==> src/rtl/serial_tx_5bits.sv <==
// Parallel-in/serial-out transmitter: start bit, DATA_W data bits LSB first,
// optional even-parity bit, stop bit. Each bit is held CLKS_PER_BIT clocks.
module serial_tx_5bits #(
    parameter int DATA_W       = 5,
    parameter int CLKS_PER_BIT = 16,
    parameter int PARITY_EN    = 1
) (
    input  logic              clk_i,
    input  logic              rst_i,
    input  logic              start_i,
    input  logic [DATA_W-1:0] D_i,
    output logic              tx_o,
    output logic              busy_o,
    output logic              done_o
);

    localparam int BAUD_W = (CLKS_PER_BIT > 2) ? $clog2(CLKS_PER_BIT) : 1;
    localparam int BIT_W  = (DATA_W > 2) ? $clog2(DATA_W) : 1;

    localparam logic [BAUD_W-1:0] BAUD_LAST = BAUD_W'(CLKS_PER_BIT - 1);
    localparam logic [BIT_W-1:0]  BIT_LAST  = BIT_W'(DATA_W - 1);

    localparam logic [2:0] IDLE   = 3'd0;
    localparam logic [2:0] START  = 3'd1;
    localparam logic [2:0] DATA   = 3'd2;
    localparam logic [2:0] PARITY = 3'd3;
    localparam logic [2:0] STOP   = 3'd4;

    logic [2:0]        state;
    logic [DATA_W-1:0] shift;
    logic [DATA_W-1:0] shift_next;
    logic [BIT_W-1:0]  bit_cnt;
    logic [BAUD_W-1:0] baud;
    logic              parity;
    logic              baud_end;

    assign shift_next = shift >> 1;
    assign baud_end   = (baud == BAUD_LAST);

    // tx_o/busy_o/done_o are registered here, so each is set to the value
    // the line must carry during the cycle that follows the edge.
    // NOTE: every register below uses <= so all updates see pre-edge values.
    always_ff @(posedge clk_i or posedge rst_i) begin
        if (rst_i) begin
            state   <= IDLE;
            shift   <= '0;
            bit_cnt <= '0;
            baud    <= '0;
            parity  <= 1'b0;
            tx_o    <= 1'b1;
            busy_o  <= 1'b0;
            done_o  <= 1'b0;
        end else begin
            done_o <= 1'b0;
            case (state)
                IDLE: begin
                    tx_o    <= 1'b1;
                    busy_o  <= 1'b0;
                    baud    <= '0;
                    bit_cnt <= '0;
                    if (start_i) begin
                        shift  <= D_i;
                        parity <= ^D_i;
                        state  <= START;
                        tx_o   <= 1'b0;
                        busy_o <= 1'b1;
                    end
                end
                START: begin
                    if (baud_end) begin
                        baud    <= '0;
                        bit_cnt <= '0;
                        state   <= DATA;
                        tx_o    <= shift[0];
                    end else begin
                        baud <= baud + 1'b1;
                    end
                end
                DATA: begin
                    if (baud_end) begin
                        baud  <= '0;
                        shift <= shift_next;
                        if (bit_cnt == BIT_LAST) begin
                            if (PARITY_EN != 0) begin
                                state <= PARITY;
                                tx_o  <= parity;
                            end else begin
                                state <= STOP;
                                tx_o  <= 1'b1;
                            end
                        end else begin
                            bit_cnt <= bit_cnt + 1'b1;
                            tx_o    <= shift_next[0];
                        end
                    end else begin
                        baud <= baud + 1'b1;
                    end
                end
                PARITY: begin
                    if (baud_end) begin
                        baud  <= '0;
                        state <= STOP;
                        tx_o  <= 1'b1;
                    end else begin
                        baud <= baud + 1'b1;
                    end
                end
                STOP: begin
                    if (baud_end) begin
                        baud   <= '0;
                        state  <= IDLE;
                        busy_o <= 1'b0;
                        done_o <= 1'b1;
                        tx_o   <= 1'b1;
                    end else begin
                        baud <= baud + 1'b1;
                    end
                end
                default: begin
                    state   <= IDLE;
                    tx_o    <= 1'b1;
                    busy_o  <= 1'b0;
                    baud    <= '0;
                    bit_cnt <= '0;
                end
            endcase
        end
    end

endmodule

==> config.mk <==
export PLATFORM = sky130hd
export DESIGN_NAME = serial_tx_5bits
export DESIGN_NICKNAME = d
export VERILOG_FILES = /design/src/rtl/serial_tx_5bits.sv
export SDC_FILE = /design/constraint.sdc
export NUM_CORES = 1
export LEC_CHECK = 0
export CAP_MARGIN = 5
export CORE_MARGIN = 2
export CORE_UTILIZATION = 30
export CTS_BUF_LIST = sky130_fd_sc_hd__clkbuf_8 sky130_fd_sc_hd__clkbuf_16
export CTS_CLUSTER_SIZE = 16
export DETAILED_ROUTE_END_ITERATION = 8
export DONT_BUFFER_PORTS = 1
export HOLD_SLACK_MARGIN = 0.15
export PLACE_DENSITY = 0.53
export SYNTH_ARGS = -nofsm -noshare
export SYNTH_HDL_FRONTEND = slang
export SYNTH_SLANG_ARGS = --single-unit
==> constraint.sdc <==
create_clock -name clk_i -period 1.35 [get_ports clk_i]
set_input_delay 0.3375 -clock clk_i [delete_from_list [all_inputs] [get_ports clk_i]]
set_output_delay 0.3375 -clock clk_i [all_outputs]
set_load 0.01 [all_outputs]
# [After elaboration in Yosys (flattened, before gate mapping)]
# Cells that the tools add are included.
[op_classes] eq_ne=14 n_mux=26 bitwise_logic=2 add_sub_neg=2 n_reduce_logical=12
[ops] op="two-way mux 3 bit" n=8
[ops] op="case mux 3 bit (5 select lines)" n=1
[ops] op="!= test 2 bit, second input constant" n=7
[ops] op="two-way mux 5 bit" n=2
[ops] op="case mux 5 bit (2 select lines)" n=1
[ops] op="two-way mux 1 bit" n=9
[ops] op="case mux 3 bit (3 select lines)" n=1
[ops] op="two-way mux 4 bit" n=2
[ops] op="equality test 3 x 2 -> 1 bit, second input constant" n=2
[ops] op="equality test 3 bit, second input constant" n=2
[ops] op="AND reduction 3 bit" n=2
[ops] op="AND reduction 6 bit" n=1
[ops] op="parity 5 bit" n=1
[ops] op="adder 4 x 1 -> 4 bit, second input constant" n=1
[ops] op="equality test 4 bit, second input constant" n=1
[ops] op="case mux 1 bit (4 select lines)" n=1
[ops] op="AND reduction 2 bit" n=2
[ops] op="AND reduction 4 bit" n=1
[ops] op="OR reduction 4 bit" n=1
[ops] op="adder 3 x 1 -> 3 bit, second input constant" n=1
[ops] op="equality test 3 x 1 -> 1 bit, second input constant" n=1
[ops] op="logical NOT 3 bit" n=1
[ops] op="case mux 1 bit (3 select lines)" n=1
[ops] op="OR reduction 3 bit" n=1
[ops] op="other kinds (4)" n=5
[word_totals] elab_cells=64 inputBits=8 regBits=19 output_inout_bits=3

# [Logic depth before layout (Yosys ltp)]
# Gate-level depths: netlist of the first run.
[logic_depth] word_depth=4 mapped_depth=6 ltp_nobuf=6

# [Worst setup path after synthesis of the first run]
# OpenSTA, ideal clock, no wires.
[synth_path] path_kind="flip-flop to flip-flop" from="reg baud[0]" to="reg bit_cnt[0]" stages_incl_launch_ff=6 arrival_ns=1.370 slack_ns=-0.146 setup_ns=0.126 path_buffers=0 period_less_slack_ns=1.496 required_ns=1.224 path_cell_list="dfrtp_1 ha_1 and3_4 nand2_4 a22o_1 a311o_1"
[synth_via] elab_chain_len=3 word_cells_on_any_way=4 classes_between="eq/ne (3); reduce/logical (1)"
[synth_rtl] item="from (decl)" line_no="33" source="logic [BAUD_W-1:0] baud;"
[synth_rtl] item="from (signal assigned)" line_no="76" source="baud <= baud + 1'b1;"
[synth_rtl] item="from (signal assigned)" line_no="96" source="baud <= baud + 1'b1;"
[synth_rtl] item="from (signal assigned)" line_no="105" source="baud <= baud + 1'b1;"
[synth_rtl] item="equality test 4 bit (*)" line_no="38" source="assign baud_end = (baud == BAUD_LAST);"
[synth_rtl] item="!= test 2 bit (no line)"
[synth_rtl] item="AND reduction 4 bit (no line) (*)"
[synth_rtl] item="to (signal assigned)" line_no="92" source="bit_cnt <= bit_cnt + 1'b1;"
[synth_rtl] item="to (decl)" line_no="32" source="logic [BIT_W-1:0] bit_cnt;"
# Mark *: on every way between the ends. The rest lies on a longest branch, timed or not.
# A chain may end at the register's enable or synchronous reset.

# [Final worst setup path of the first run]
[layout_path] from="reg baud[1]" to="reg bit_cnt[0]"
# Same word-level chain as after synthesis.

==> results of run 1 <==
## cells in the final DEF (no fill, tap or decap), drive strengths merged, types with 2 or more instances in the layout
cell | netlist | layout
and2 | 2 | 2
nor4 | 3 | 3
and3 | 2 | 2
nand2 | 11 | 11
xor2 | 3 | 3
dfrtp | 18 | 18
nor2 | 9 | 9
clkbuf | 1 | 3
buf | 2 | 22
o21ai | 9 | 9
mux2 | 2 | 2
nand2b | 3 | 3
xnor2 | 5 | 5
a22o | 2 | 2
a21oi | 2 | 2
nand3 | 4 | 4
inv | 5 | 6
mux2i | 6 | 6
ha | 3 | 3
## per-stage QoR
step                      cells  setup slack (ps)  hold WS [ps]  total power (uW)
after floorplan             106             -30.3           288               606
after global placement      170             -26.8           273               613
after detailed placement    170             -65.8           268               613
after CTS                   176             -54.8           218              1000
after global routing        176             -91.2           215              1020
final                       176             -47.6           222               998
## state kept, by name (all words and copies together), names as in the netlist
| register | cells |
|---|---|
| state | 3 |
| shift | 5 |
| busy_o | 1 |
| done_o | 1 |
| bit_cnt | 3 |
| parity | 1 |
| baud | 4 |
| tx_o | 1 |
## logic make-up (layout without fill, tap and decap cells)
kind of cell | after synthesis | in the layout
compound gates | 22 | 22
xor+xnor | 8 | 8
fa+ha+maj | 3 | 3
buf+inv | 8 | 32
flops | 19 | 19
mux | 8 | 8
simple gates | 38 | 38
## worst register-to-register path, stage by stage, from the launching register on
cell and delay, ps:
dfrtp_1 360, ha_2 200, and3_4 210, nand2_4 60, a22o_1 200, a311o_1 260
## final cells by class
| class | count | area (um2) | share of cell area |
|---|---|---|---|
| multi-input combinational | 79 | 593 | 0.431 |
| sequential | 19 | 478 | 0.348 |
| timing repair buffer | 23 | 183 | 0.133 |
| tap | 46 | 57.6 | 0.0419 |
| clock buffer | 3 | 41.3 | 0.0300 |
| inverter | 5 | 18.8 | 0.0136 |
| clock inverter | 1 | 3.75 | 0.00273 |
## routing by layer
layer  vias up  GRT usage
met5         -          0
met4         0     0.0583
met3         4     0.0357
met2        15      0.174
met1       407      0.178
li1        424          -
## power by group through the flow
stage	sequential (uW)	combinational, uW	clock, uW
3_5_place_dp	580	33.0	0
5_1_grt	569	38.3	412
4_1_cts	569	35.1	399
3_3_place_gp	580	33.0	0
2_1_floorplan	580	26.1	0
6_report	569	33.6	396
## final timing paths
check | slack (ps) | startpoint | to
hold reg to reg | 490 | shift[2] | shift[2]
min in group asynchronous | 540 | rst_i | shift[0]
max in group asynchronous | 560 | rst_i | tx_o
setup reg to reg | -50 | baud[1] | bit_cnt[0]
hold / removal | 220 | D_i[4] | shift[4]
setup / recovery | -50 | baud[1] | bit_cnt[0]
## repair_timing
| action | 4_1_cts | 5_1_grt |
|---|---|---|
| hold endpoints to repair | 18 | 0 |
| endpoints found under the setup margin | 3 | 14 |
| resized for setup | 3 | 12 |
| buffers inserted | 1 | 0 |
| pin swaps | 2 | 1 |
| hold buffers | 1 | 0 |
==> flow_summary.ini, run 1 <==
[timing]
finalSetupTns_ps = -68.2
rsz0062_at_grt = true
fmax_mhz = 716
drv_slew = 0
clock_skew_ps = 1.72
worst_pin_slew_ps = 261
setup_viol = 2
hold_viol = 0
fin_crit_sh = 1.04
relSlewSlack = 0.826
timing.final.crit_period_ps = 1400
setup_slack_ps = -47.6

[cells_and_area]
fillers = 343
nets = 142
syn_to_final_growth_pct = 31.5
drive_above_1_share = 0.346
antenna_cells = 0
postLayoutCellArea_um2 = 1380
fin_util = 0.412

[yosys]
post-synth-top-count-cell = dfrtp_1
yosysTopAreaCellShare = 0.431
synth-compound-area-share = 0.144
synthAdderAreaFrac = 0.0359
synthCells = 106
syn_avg_cell_area_um2 = 9.87
async_flop_share = 1.00
synth_top_family_by_area = simple AND/OR/NAND/NOR gates
synth.cell_area_um2 = 1050
synth_edf_count = 0
synth_cell_types = 37
synth_top_area_cell = dfrtp_1
netlist_top_cells_count = 18 x dfrtp_1, 10 x nand2_1, 9 x nor2_1
ys_top_cells_by_area = dfrtp_1 43%, mux2i_1 5.7%, xnor2_1 4.2%
synth-xor-area-share = 0.0670
syn-num-nets = 117
synth-main-ff-cell = dfrtp_1
yosys.area_share.simple = 0.189
ys_warn_count = 0
ys_seq_elements = 19
synth.area.mux_share = 0.0789
seq_area_frac_synth = 0.456

[drt]
wl_met1_um = 1150
met2_length_um = 1080
firstDrtPassIters = 4
drtAntennaViolNets = 0
viasPerCell = 4.83
drt_iter0_drc = 16
avgRoutedWirePerCell_um = 13.4
drc = 0
wl_met3_um = 83
top_layer_used = met4
drt-total-wl_um = 2350
vias = 850

[place]
dpl_cell_area_um2 = 1260
gp_congestion = 0.794
dpl.hpwl_um = 1670
portBuffers = 0

[pwr]
ir_worst_vdd_uv = 571
p_seq_frac = 0.570
p_switching_uw = 211
p_comb_frac = 0.034
clkPwrFrac = 0.396
cellPowerDensity_nw_per_um2 = 726
intPower_uw = 788
switching_share = 0.211
power_leakage_uw = 0.000630

[worst_setup_path]
critPathSlowestCell = dfrtp_1
ff2ff_path_depth = 5
crit_buf_inv = 0
slowest_delay_ps = 360
crit_required_ps = 1490
cp_top_family = compound AO/OA/AOI/OAI gates
cp.depth = 5
crit_arrival_ps = 1540
crit_chain = ha_2 > and3_4 > nand2_4 > a22o_1 > a311o_1
path_class = flip-flop to flip-flop
end_kind = flip-flop
crit_path_max_fanout = 4
worstSetupStartpointType = flip-flop

[clock_network]
clock_latency_ps = 260
clockBufferDepth = 2
cts_buffers = 3
clk_pin_slew_ps = 70
cts.sinks = 19
cts_htree_levels = 1
cts_root_buf = clkbuf_8
cts_tree = built

[die]
start_util = 0.313
num_rows = 21
core_um2 = 3340
dieArea_um2 = 3980
fp.dieH_um = 63.1
ios = 11
die_w_um = 63.1

[global_routing]
grt_pass1_wl_um = 3860
grt_overflow = 0
grt_use_total = 0.125
grt_max_degree = 20
first_global_vias = 835
grt_antenna_before_repair = 0

[outcome]
outcome = finished with violations
failed_checks = negative setup slack

[hold_path]
hold_class = primary input to flip-flop
hold_depth = 1

[flow_run]
cap_violations = 0
No activity file was read; power rests on OpenSTA's default activity.
==> inputs of run 2 (changes only) <==
==> constraint.sdc (replaced) <==
create_clock -name clk_i -period 1.35 [get_ports clk_i]
set_input_delay 0.3375 -clock clk_i [delete_from_list [all_inputs] [get_ports clk_i]]
set_output_delay 0.3375 -clock clk_i [all_outputs]
set_load 0.1 [all_outputs]
==> run 2 against run 1 <==
Against the previous run:
- the run still ends with negative setup slack left
- worst hold slack worse by 16 ps
- non-clock buffer count is 4 higher
- total power rose by 0.51%
- maximum frequency rose by 0.33%
- via count up 4.6%
- wire length is 2.8% higher
- critical path type unchanged
==> flow_summary.ini, run 2 (synthesized netlist as in run 1, its figures left out) <==
[outcome]
outcome = finished with violations
failed_checks = negative setup slack

[clock_network]
clk_pin_slew_ps = 70
cts_htree_levels = 1
clock_latency_ps = 260
clockBufferDepth = 2
cts_buffers = 3
cts_root_buf = clkbuf_8
cts.sinks = 19
cts_tree = built

[die]
num_rows = 21
core_um2 = 3340
fp.dieH_um = 63.1
die_w_um = 63.1
dieArea_um2 = 3980
ios = 11
start_util = 0.313

[cells_and_area]
antenna_cells = 0
largestRegisters = shift (5), baud (4)
postLayoutCellArea_um2 = 1450
multiInputGateArea_um2 = 623
syn_to_final_growth_pct = 39.0
layout_common_cells = 22 x buf_4, 18 x dfrtp_1, 8 x nor2_1, 8 x nand2_1, 6 x mux2i_1
final_cells = 180
nets = 146
largest_reg_flops = 5
largest-register = shift
seqCellArea_um2 = 477
fillers = 334
layout_commonest_cell = buf_4
drive_above_1_share = 0.381

[drt]
avgRoutedWirePerCell_um = 13.4
drc = 0
drt_iter0_drc = 21
firstDrtPassIters = 4
viasPerCell = 4.94
vias = 889
drtAntennaViolNets = 0
drt-total-wl_um = 2420

[place]
dpl_cell_area_um2 = 1310
portBuffers = 0
dpl.hpwl_um = 1820
gp_congestion = 0.747
placedCellCount = 173
dp_slack_ps = -44.4

[timing]
drv_slew = 0
setup_viol = 4
setup_slack_ps = -43.0
finalSetupTns_ps = -99.7
relSlewSlack = 0.753
rsz0062_at_grt = true
hold_viol = 0
worst_pin_slew_ps = 371
timing.final.crit_period_ps = 1390
clock_skew_ps = 1.93
fmax_mhz = 718
fin_crit_sh = 1.03

[worst_setup_path]
path_class = flip-flop to flip-flop
end_kind = flip-flop
critPathSlowestCell = dfrtp_1
crit_chain = ha_4 > and3_4 > nand2_4 > a22o_1 > a311o_1
crit_required_ps = 1500
cp-startpoint = baud[1]
worstSetupStartpointType = flip-flop
cp_top_family = compound AO/OA/AOI/OAI gates
r2r-start = baud[1]
crit_buf_inv = 0
r2r_slack_ps = -40
ff2ff_path_depth = 5
crit_arrival_ps = 1540
rr_endpoint = bit_cnt[0]
crit_path_max_fanout = 4
slowest_delay_ps = 400

[global_routing]
grt_antenna_before_repair = 0
first_global_vias = 920
grt_max_degree = 12
grt_pass1_wl_um = 4210
grt_overflow = 0
grt_use_total = 0.135

[hold_path]
hold_depth = 1
hold_class = primary input to flip-flop
whs_endpoint = shift[4]
min_from = D_i[4]

[flow_run]
cap_violations = 0

[pwr]
ir_worst_vdd_uv = 569
power_leakage_uw = 0.000664
power_uw = 1000
cellPowerDensity_nw_per_um2 = 690
run 2: area by class of cell:
type | count | share of cell area
Timing Repair Buffer | 27 | 0.159
Multi-Input combinational cell | 79 | 0.429
Sequential cell | 19 | 0.328
Clock buffer | 3 | 0.0284
Clock inverter | 1 | 0.00344
Tap cell | 46 | 0.0396
Inverter | 5 | 0.0129
run 2: stage by stage:
step	util	hold slack, ps
final	0.436	206
after global routing	0.436	199
after CTS	0.412	203
after detailed placement	0.392	225
after global placement	0.392	230
after floorplan	-	288
run 2: worst max-delay path by stage:
stage	to	slack, ps	cells after the start
detailed placement	bit_cnt[0]	-40	5
CTS	bit_cnt[0]	-50	5
finish	bit_cnt[0]	-40	5
global route	bit_cnt[0]	-80	7
floorplan	bit_cnt[0]	-30	5
global placement	bit_cnt[0]	-20	5
run 2: timing repair:
item                       in CTS  in global routing
hold buffers                    1                  0
gates cloned                    0                  1
setup endpoints to repair       5                 15
buffers inserted                0                  1
hold endpoints to repair        8                  0
gates resized for setup         3                 16
pin swaps                       2                  1
run 2: metal layers:
metal	wire length [um]	vias to the layer above	GRT usage
met5	0	-	0
met4	27	0	0.0444
li1	-	433	-
met3	106	2	0.0536
met1	1170	440	0.168
met2	1110	14	0.211
run 2: where the power goes:
| part | switching [uW] | internal [uW] | total [uW] |
|---|---|---|---|
| Clock | 195 | 205 | 401 |
| Sequential | 0 | 569 | 569 |
| Combinational | 17.4 | 16.6 | 33.9 |
| Total | 213 | 791 | 1000 |
run 2: worst register-to-register path, stage by stage (launching register included):
cell	delay (ps)
dfrtp_1	400
ha_4	160
and3_4	220
nand2_4	60
a22o_1	200
a311o_1	250
